<file path="src/rtl/p_sn_if.sv">
`default_nettype none
// ============================================================================
//  Module      : p_sn_if
//  Description : Load/ready handshake and serial output bundle for p_sn.
//  Revision    : 1.0  initial release
// ============================================================================
interface p_sn_if #(
    parameter int N = 7
);
    logic [N-1:0] input_n;
    logic         load;
    logic         ready;
    logic         output_1;
    logic         busy;
    logic         done;

    modport master (
        output input_n,
        output load,
        input  ready,
        input  output_1,
        input  busy,
        input  done
    );

    modport slave (
        input  input_n,
        input  load,
        output ready,
        output output_1,
        output busy,
        output done
    );
endinterface
`default_nettype wire

</file>
<file path="src/rtl/p_sn.sv">
`default_nettype none
// ============================================================================
//  Module      : p_sn
//  Description : Parallel-to-serial CMD transmitter, MSB first, idle-high line,
//                one-entry holding register, gapless back-to-back words.
//  Revision    : 1.0  initial release
// ============================================================================
module p_sn #(
    parameter int N = 7
) (
    input  wire logic clk,
    input  wire logic reset,
    input  wire logic enable,
    p_sn_if.slave     bus
);
    localparam int            c_CW      = (N > 2) ? $clog2(N) : 1;
    localparam logic [c_CW-1:0] c_LAST   = c_CW'(N - 1);
    localparam logic [c_CW-1:0] c_PENULT = c_CW'(N - 2);
    localparam logic [c_CW-1:0] c_ONE    = c_CW'(1);

    localparam logic [0:0] c_ST_IDLE  = 1'b0;
    localparam logic [0:0] c_ST_SHIFT = 1'b1;

    logic [0:0]      r_state;
    logic [c_CW-1:0] r_cnt;
    logic [N-1:0]    r_hold;
    logic [N-1:0]    r_shift;
    logic            r_ready;
    logic            r_out;
    logic            r_done;
    logic            w_take;

    // A pending word moves into the shifter when the line is idle or the LSB
    // is finishing, so consecutive words abut with no idle bit.
    assign w_take = enable && !r_ready &&
                    ((r_state == c_ST_IDLE) || (r_cnt == c_LAST));

    always_ff @(posedge clk or posedge reset) begin
        if (reset) begin
            r_state <= c_ST_IDLE;
            r_cnt   <= '0;
            r_hold  <= '0;
            r_shift <= '0;
            r_ready <= 1'b1;
            r_out   <= 1'b1;
            r_done  <= 1'b0;
        end else begin
            r_done <= 1'b0;

            // ready was low on a transfer edge, so a same-edge load is never taken
            if (w_take) begin
                r_ready <= 1'b1;
            end else if (bus.load && r_ready) begin
                r_hold  <= bus.input_n;
                r_ready <= 1'b0;
            end

            if (enable) begin
                case (r_state)
                    c_ST_IDLE: begin
                        if (w_take) begin
                            r_shift <= r_hold;
                            r_out   <= r_hold[N-1];
                            r_cnt   <= '0;
                            r_state <= c_ST_SHIFT;
                        end
                    end
                    default: begin
                        if (r_cnt != c_LAST) begin
                            r_shift <= {r_shift[N-2:0], 1'b0};
                            r_out   <= r_shift[N-2];
                            r_cnt   <= r_cnt + c_ONE;
                            r_done  <= (r_cnt == c_PENULT);
                        end else if (w_take) begin
                            r_shift <= r_hold;
                            r_out   <= r_hold[N-1];
                            r_cnt   <= '0;
                        end else begin
                            r_state <= c_ST_IDLE;
                            r_out   <= 1'b1;
                        end
                    end
                endcase
            end
        end
    end

    assign bus.ready    = r_ready;
    assign bus.output_1 = r_out;
    assign bus.busy     = (r_state == c_ST_SHIFT);
    assign bus.done     = r_done;
endmodule
`default_nettype wire
</file>
<file path="src/flat_wrapper.sv">
// flat-port wrapper written by rule: the top's interface ports become plain ports
module p_sn_flat 
#(
    parameter int N = 7
)
  (clk, reset, enable, bus_input_n, bus_load, bus_ready, bus_output_1, bus_busy, bus_done);
  p_sn_if #(.N(N)) bus_i ();
  input  wire logic clk;
  input  wire logic reset;
  input  wire logic enable;
  input wire logic [$bits(bus_i.input_n)-1:0] bus_input_n;
  input wire logic [$bits(bus_i.load)-1:0] bus_load;
  output wire logic [$bits(bus_i.ready)-1:0] bus_ready;
  output wire logic [$bits(bus_i.output_1)-1:0] bus_output_1;
  output wire logic [$bits(bus_i.busy)-1:0] bus_busy;
  output wire logic [$bits(bus_i.done)-1:0] bus_done;
  assign bus_i.input_n = bus_input_n;
  assign bus_i.load = bus_load;
  assign bus_ready = bus_i.ready;
  assign bus_output_1 = bus_i.output_1;
  assign bus_busy = bus_i.busy;
  assign bus_done = bus_i.done;
  p_sn #(.N(N)) u_core (.clk(clk), .reset(reset), .enable(enable), .bus(bus_i));
endmodule
</file>
<file path="config.mk">
export PLATFORM = sky130hd
export DESIGN_NAME = p_sn_flat
export DESIGN_NICKNAME = d
export VERILOG_FILES = /design/src/rtl/p_sn_if.sv /design/src/rtl/p_sn.sv /design/src/flat_wrapper.sv
export SDC_FILE = /design/constraint.sdc
export NUM_CORES = 1
export LEC_CHECK = 0
export ABC_AREA = 1
export BUFFER_PORTS_ARGS = -buffer_cell sky130_fd_sc_hd__buf_2
export CAP_MARGIN = 20
export CELL_PAD_IN_SITES_DETAIL_PLACEMENT = 0
export CELL_PAD_IN_SITES_GLOBAL_PLACEMENT = 1
export CORE_MARGIN = 5
export CORE_UTILIZATION = 44
export CTS_CLUSTER_DIAMETER = 50
export CTS_CLUSTER_SIZE = 12
export DETAILED_ROUTE_END_ITERATION = 16
export GPL_TIMING_DRIVEN = 0
export PLACE_DENSITY_LB_ADDON = 0.15
export SLEW_MARGIN = 5
export SYNTH_ARGS = -nofsm -noshare
export SYNTH_HDL_FRONTEND = slang
export SYNTH_SLANG_ARGS = --single-unit
</file>
<file path="constraint.sdc">
create_clock -name clk -period 2.3 [get_ports clk]
set_input_delay 0.115 -clock clk [delete_from_list [all_inputs] [get_ports clk]]
set_output_delay 0.115 -clock clk [all_outputs]
set_load 0.02 [all_outputs]
</file>
Word level (Yosys, flattened, before mapping)

Index checks and enable logic that the tools add are counted.

Add/sub/neg operators: 1
Equal/unequal tests: 3
Mux-type cells: 18
Bitwise gates (word level): 2
Reduce and logical (&&, ||, !) cells: 9

Operator list:

| cell                  | number |
|---|---|
| $mux W7               | 3 |
| $mux W1               | 12 |
| $mux W3               | 3 |
| $eq A3 B3 Y1 const B  | 2 |
| $reduce_and A2 Y1     | 2 |
| $reduce_bool A2 Y1    | 2 |
| $add A3 B1 Y3 const B | 1 |
| $logic_and A1 B1 Y1   | 3 |
| $ne A3 B3 Y1 const B  | 1 |
| $not A1 Y1            | 2 |
| $logic_not A1 Y1      | 1 |
| $logic_or A1 B1 Y1    | 1 |

Bits in registers: 21
Input port bits: 11
Output and inout bits: 4

Logic depth before layout (Yosys ltp)

Depth after elaboration: 6
Mapped depth: 9
Mapped depth without buffers: 9

Worst setup path before layout

Ideal clock, no wire load.

Path kind: register to register
Start: register u_core.r_ready (netlist: u_core.bus.ready)
End: register u_core.r_shift[4]
Arrival time: 1.112 ns
Data required time: 2.183 ns
Setup slack: 1.071 ns
Cell stages (with the launch flop): 8
Period minus slack after synthesis: 1.229 ns
Cells stage by stage: dfstp_2 inv_1 nand2_1 nand2_2 nand2_2 nand2_1 nand2_1 nor2_1

Cells in the longest elaborated chain, start to end: 6

Ends and longest elaborated chain:

| element                               | line       | RTL |
|---|---|---|
| start: declaration                    | p_sn.sv:28 | `logic r_ready;` |
| start signal: assignment              | p_sn.sv:44 | `r_ready <= 1'b1;` |
| start signal: assignment              | p_sn.sv:52 | `r_ready <= 1'b1;` |
| start signal: assignment              | p_sn.sv:55 | `r_ready <= 1'b0;` |
| $logic_not A1 Y1 (*)                  | p_sn.sv:35 | `assign w_take = enable && !r_ready &&` |
| $logic_and A1 B1 Y1 (*) (2 in series) | p_sn.sv:35 |  |
| $mux W7 (*)                           | n/a        |  |
| $mux W7                               | n/a        |  |
| $mux W7 (*)                           | n/a        |  |
| end signal: assignment                | p_sn.sv:62 | `r_shift <= r_hold;` |
| end signal: assignment                | p_sn.sv:70 | `r_shift <= {r_shift[N-2:0], 1'b0};` |
| end signal: assignment                | p_sn.sv:75 | `r_shift <= r_hold;` |
| end: declaration                      | p_sn.sv:27 | `logic [N-1:0] r_shift;` |

Mark *: on every way between the ends. The rest lies on a longest branch, timed or not.
A chain may end at the register's enable or synchronous reset.

Worst setup path in the final report

Start: register u_core.r_cnt[0]
End: register u_core.r_shift[2]

Cells in the longest elaborated chain, start to end: 6
Elaborated cells between the ends (all ways): 7
Classes of those cells: 2 x eq/ne; 3 x mux; 2 x reduce/logical

Ends and longest elaborated chain:

| element                  | line       | RTL |
|---|---|---|
| start: declaration       | p_sn.sv:25 | `logic [c_CW-1:0] r_cnt;` |
| start signal: assignment | p_sn.sv:72 | `r_cnt <= r_cnt + c_ONE;` |
| $eq A3 B3 Y1             | p_sn.sv:36 | `((r_state == c_ST_IDLE) \|\| (r_cnt == c_LAST));` |
| $logic_or A1 B1 Y1       | p_sn.sv:36 |  |
| $logic_and A1 B1 Y1      | p_sn.sv:35 |  |
| $mux W7                  | n/a        |  |
| $mux W7                  | p_sn.sv:69 | `if (r_cnt != c_LAST) begin` |
| $mux W7 (*)              | p_sn.sv:59 | `case (r_state)` |

Marks and branches as above.

==> impl_metrics.toml <==
[status]
status = "completed"

[yosys]
synthTopCellsByArea = "dfrtp_1, nand2_1, mux2_2"
synth_nets = 113
synth_top_area_cell = "dfrtp_1"
ys_seq_area_share_pct = 54.3
netlist.area_leader.share_pct = 48.6
syn_inst = 99
postSynthAreaPerCell_sq_um = 9.37
synth.distinct_cells = 18
yosys_warnings = 0
syn_area_sq_um = 927
ys_ff_latch = 20

[run]
max-cap-violations = 0

[layout]
antenna_cells = 0
final_cell_area_sq_mm = 0.00109
stdcell_count = 146
final_core_util_pct = 54.9
area_growth_pct = 17.3
layout.nets = 134
drive_gt1_share_pct = 28.6

[power_and_ir_drop]
ir_drop_uv = 590
total_power_mw = 1.20
power.density_mw_per_mm2 = 1100
p_leak_nw = 0.573

[timing]
maxSlewViolCount = 0
fmax_ghz = 0.695
setup_viol = 0
skew_ns = 0.00240
tightest_slew_ns = 0.736
hold_viol_final = 0
rsz0062_at_grt = "no"
setup-tns-final_ns = 0
holdWs_ns = 0.0348
min_period_ns = 1.44
setup_slack_ns = 0.862
relSlewSlack_pct = 50.8
finalCritPeriodShare_pct = 62.5

[route]
via_per_inst = 4.82
drtIter0Drc = 13
final_antenna_net_count = 0
wl_um = 1610
wire_per_inst_um = 11.0
drc = 0
vias = 703
first_pass_iters = 4

[place]
dpl_worst_slack_ns = 0.843
placed_area_sq_mm = 0.00103
dp_hpwl_um = 1230
io_buffers = 14
place_inst = 140
place_congestion = 0.685

[clocking]
numCtsBuffers = 3
clock_latency_ns = 0.30
htreeDepth = 1
cts_tree = "yes"
cts_resized = 0
clockRootBuffer = "clkbuf_4"
clock_path_buffers = 2
clk_pin_slew_ns = 0.11
clock-sinks = 20

[critical_path]
critPathCaptureType = "register"
start_kind = "register"
crit_slowest_cell = "dfrtp_1"
critical_path_required_ns = 2.50
path_cells = "inv_1, ha_1, nand2_2, inv_1, nor2_1, nand2_1, o21ai_1, nor2_1"
path_class = "reg -> reg"
crit_family = "simple AND/OR/NAND/NOR gates"
slowest_delay_ns = 0.43
crit_buf_inv = 2
worst-path-max-fanout = 5
worstPathArrival_ns = 1.64

[floorplanning]
fp.coreArea_sq_mm = 0.00198
die_x_um = 55.9
die-height_um = 55.9
start_util_pct = 46.8
pin_count = 15
fp.dieArea_sq_mm = 0.00313
num_rows = 16

[hold_path]
holdCritPathClass = "in -> reg"

[global_route]
grt_max_degree = 21
grt_first_pass_wirelength_um = 2930
antenna_found_initial = 0
grt.overflow.total = 0
first_global_vias = 679
grt_usage_pct = 12.1
## cell usage after synthesis
master    instances
o22ai_1           1
o21ai_0           5
nand2_2           6
xor2_1            1
a21oi_1           4
o21ai_1           2
inv_1            12
clkinv_1          1
nand3_1           1
dfrtp_1          18
ha_1              3
nand2_1          22
mux2_2            7
nand3b_1          1
or2_1             1
a21oi_2           1
nor2_1           11
dfstp_2           2
## power breakdown
part	total [mW]	switching [mW]	leakage [nW]	internal (mW)
logic	0.402	0.222	0.319	0.180
clock network	0.200	0.104	0.0210	0.0967
registers	0.597	0.0891	0.233	0.508
total	1.20	0.415	0.573	0.785
## worst reg2reg max path, delay by kind of cell (launching register included)
family | cells | cell delay [ns]
buf+inv | 2 | 0.13
fa+ha+maj | 1 | 0.20
flops | 1 | 0.43
simple gates | 4 | 0.50
compound gates | 1 | 0.09
## cell type report
| class | count | area (sq um) |
|---|---|---|
| clock buffer | 4 | 36.3 |
| multi-input combinational | 66 | 375 |
| fill | 199 | 895 |
| inverter | 13 | 48.8 |
| sequential | 20 | 503 |
| tap | 27 | 33.8 |
| timing repair buffer | 16 | 90.1 |
## layout by cell type (no fill, tap or decap)
cell type,count
o21ai_0,5
clkinv_1,1
dfrtp_1,18
nor2_1,11
nand3_1,1
xor2_1,1
buf_2,14
nand2_2,6
dlygate4sd3_1,2
nand3b_1,1
mux2_2,7
clkbuf_4,3
a21oi_2,1
inv_1,12
ha_1,3
or2_1,1
clkbuf_8,1
a21oi_1,4
o21ai_1,2
dfstp_2,2
o22ai_1,1
nand2_1,22
## timing repair
item                      in CTS  in global routing
hold endpoints to repair      19                  0
hold buffers                   2                  0
buffers inserted               0                  0
## per-layer routing
layer | global-route usage (%) | share of wire [%] | up-vias
met4 | 8.14 | 2.8 | 0
met1 | 13.0 | 45 | 328
met5 | 0 | 0 | -
li1 | - | - | 352
met3 | 2.55 | 6.7 | 4
met2 | 21.1 | 45 | 19
## worst paths after layout
check	slack, ns	from	cells past startpoint	end
max	0.86	u_core.r_cnt[0]	8	u_core.r_shift[2]
min	0.03	bus_input_n[4]	2	u_core.r_hold[4]
max reg2reg	0.86	u_core.r_cnt[0]	8	u_core.r_shift[2]
max in group asynchronous	1.36	reset	3	u_core.r_cnt[2]
min reg2reg	0.52	u_core.r_hold[1]	1	u_core.r_hold[1]
min in group asynchronous	0.47	reset	3	u_core.r_shift[0]
## flip-flops by register name, indices dropped and copies added, names as in the netlist
name,cells
u_core.bus.ready,1
u_core.r_shift,6
u_core.bus.output_1,1
u_core.bus.done,1
u_core.r_hold,7
u_core.r_cnt,3
u_core.bus.busy,1
## logic make-up (layout without fill, tap and decap cells)
family | count (synthesis) | in the layout | synth area share [%]
AO/OA/AOI/OAI | 13 | 13 | 7.56
XOR/XNOR | 1 | 1 | 0.945
adder cells (fa/ha/maj) | 3 | 3 | 4.05
buffers and inverters | 13 | 33 | 5.26
flip-flops | 20 | 20 | 54.3
multiplexers | 7 | 7 | 8.50
AND/OR/NAND/NOR | 42 | 42 | 19.4
Note: power is estimated with default switching activity, not from simulation.
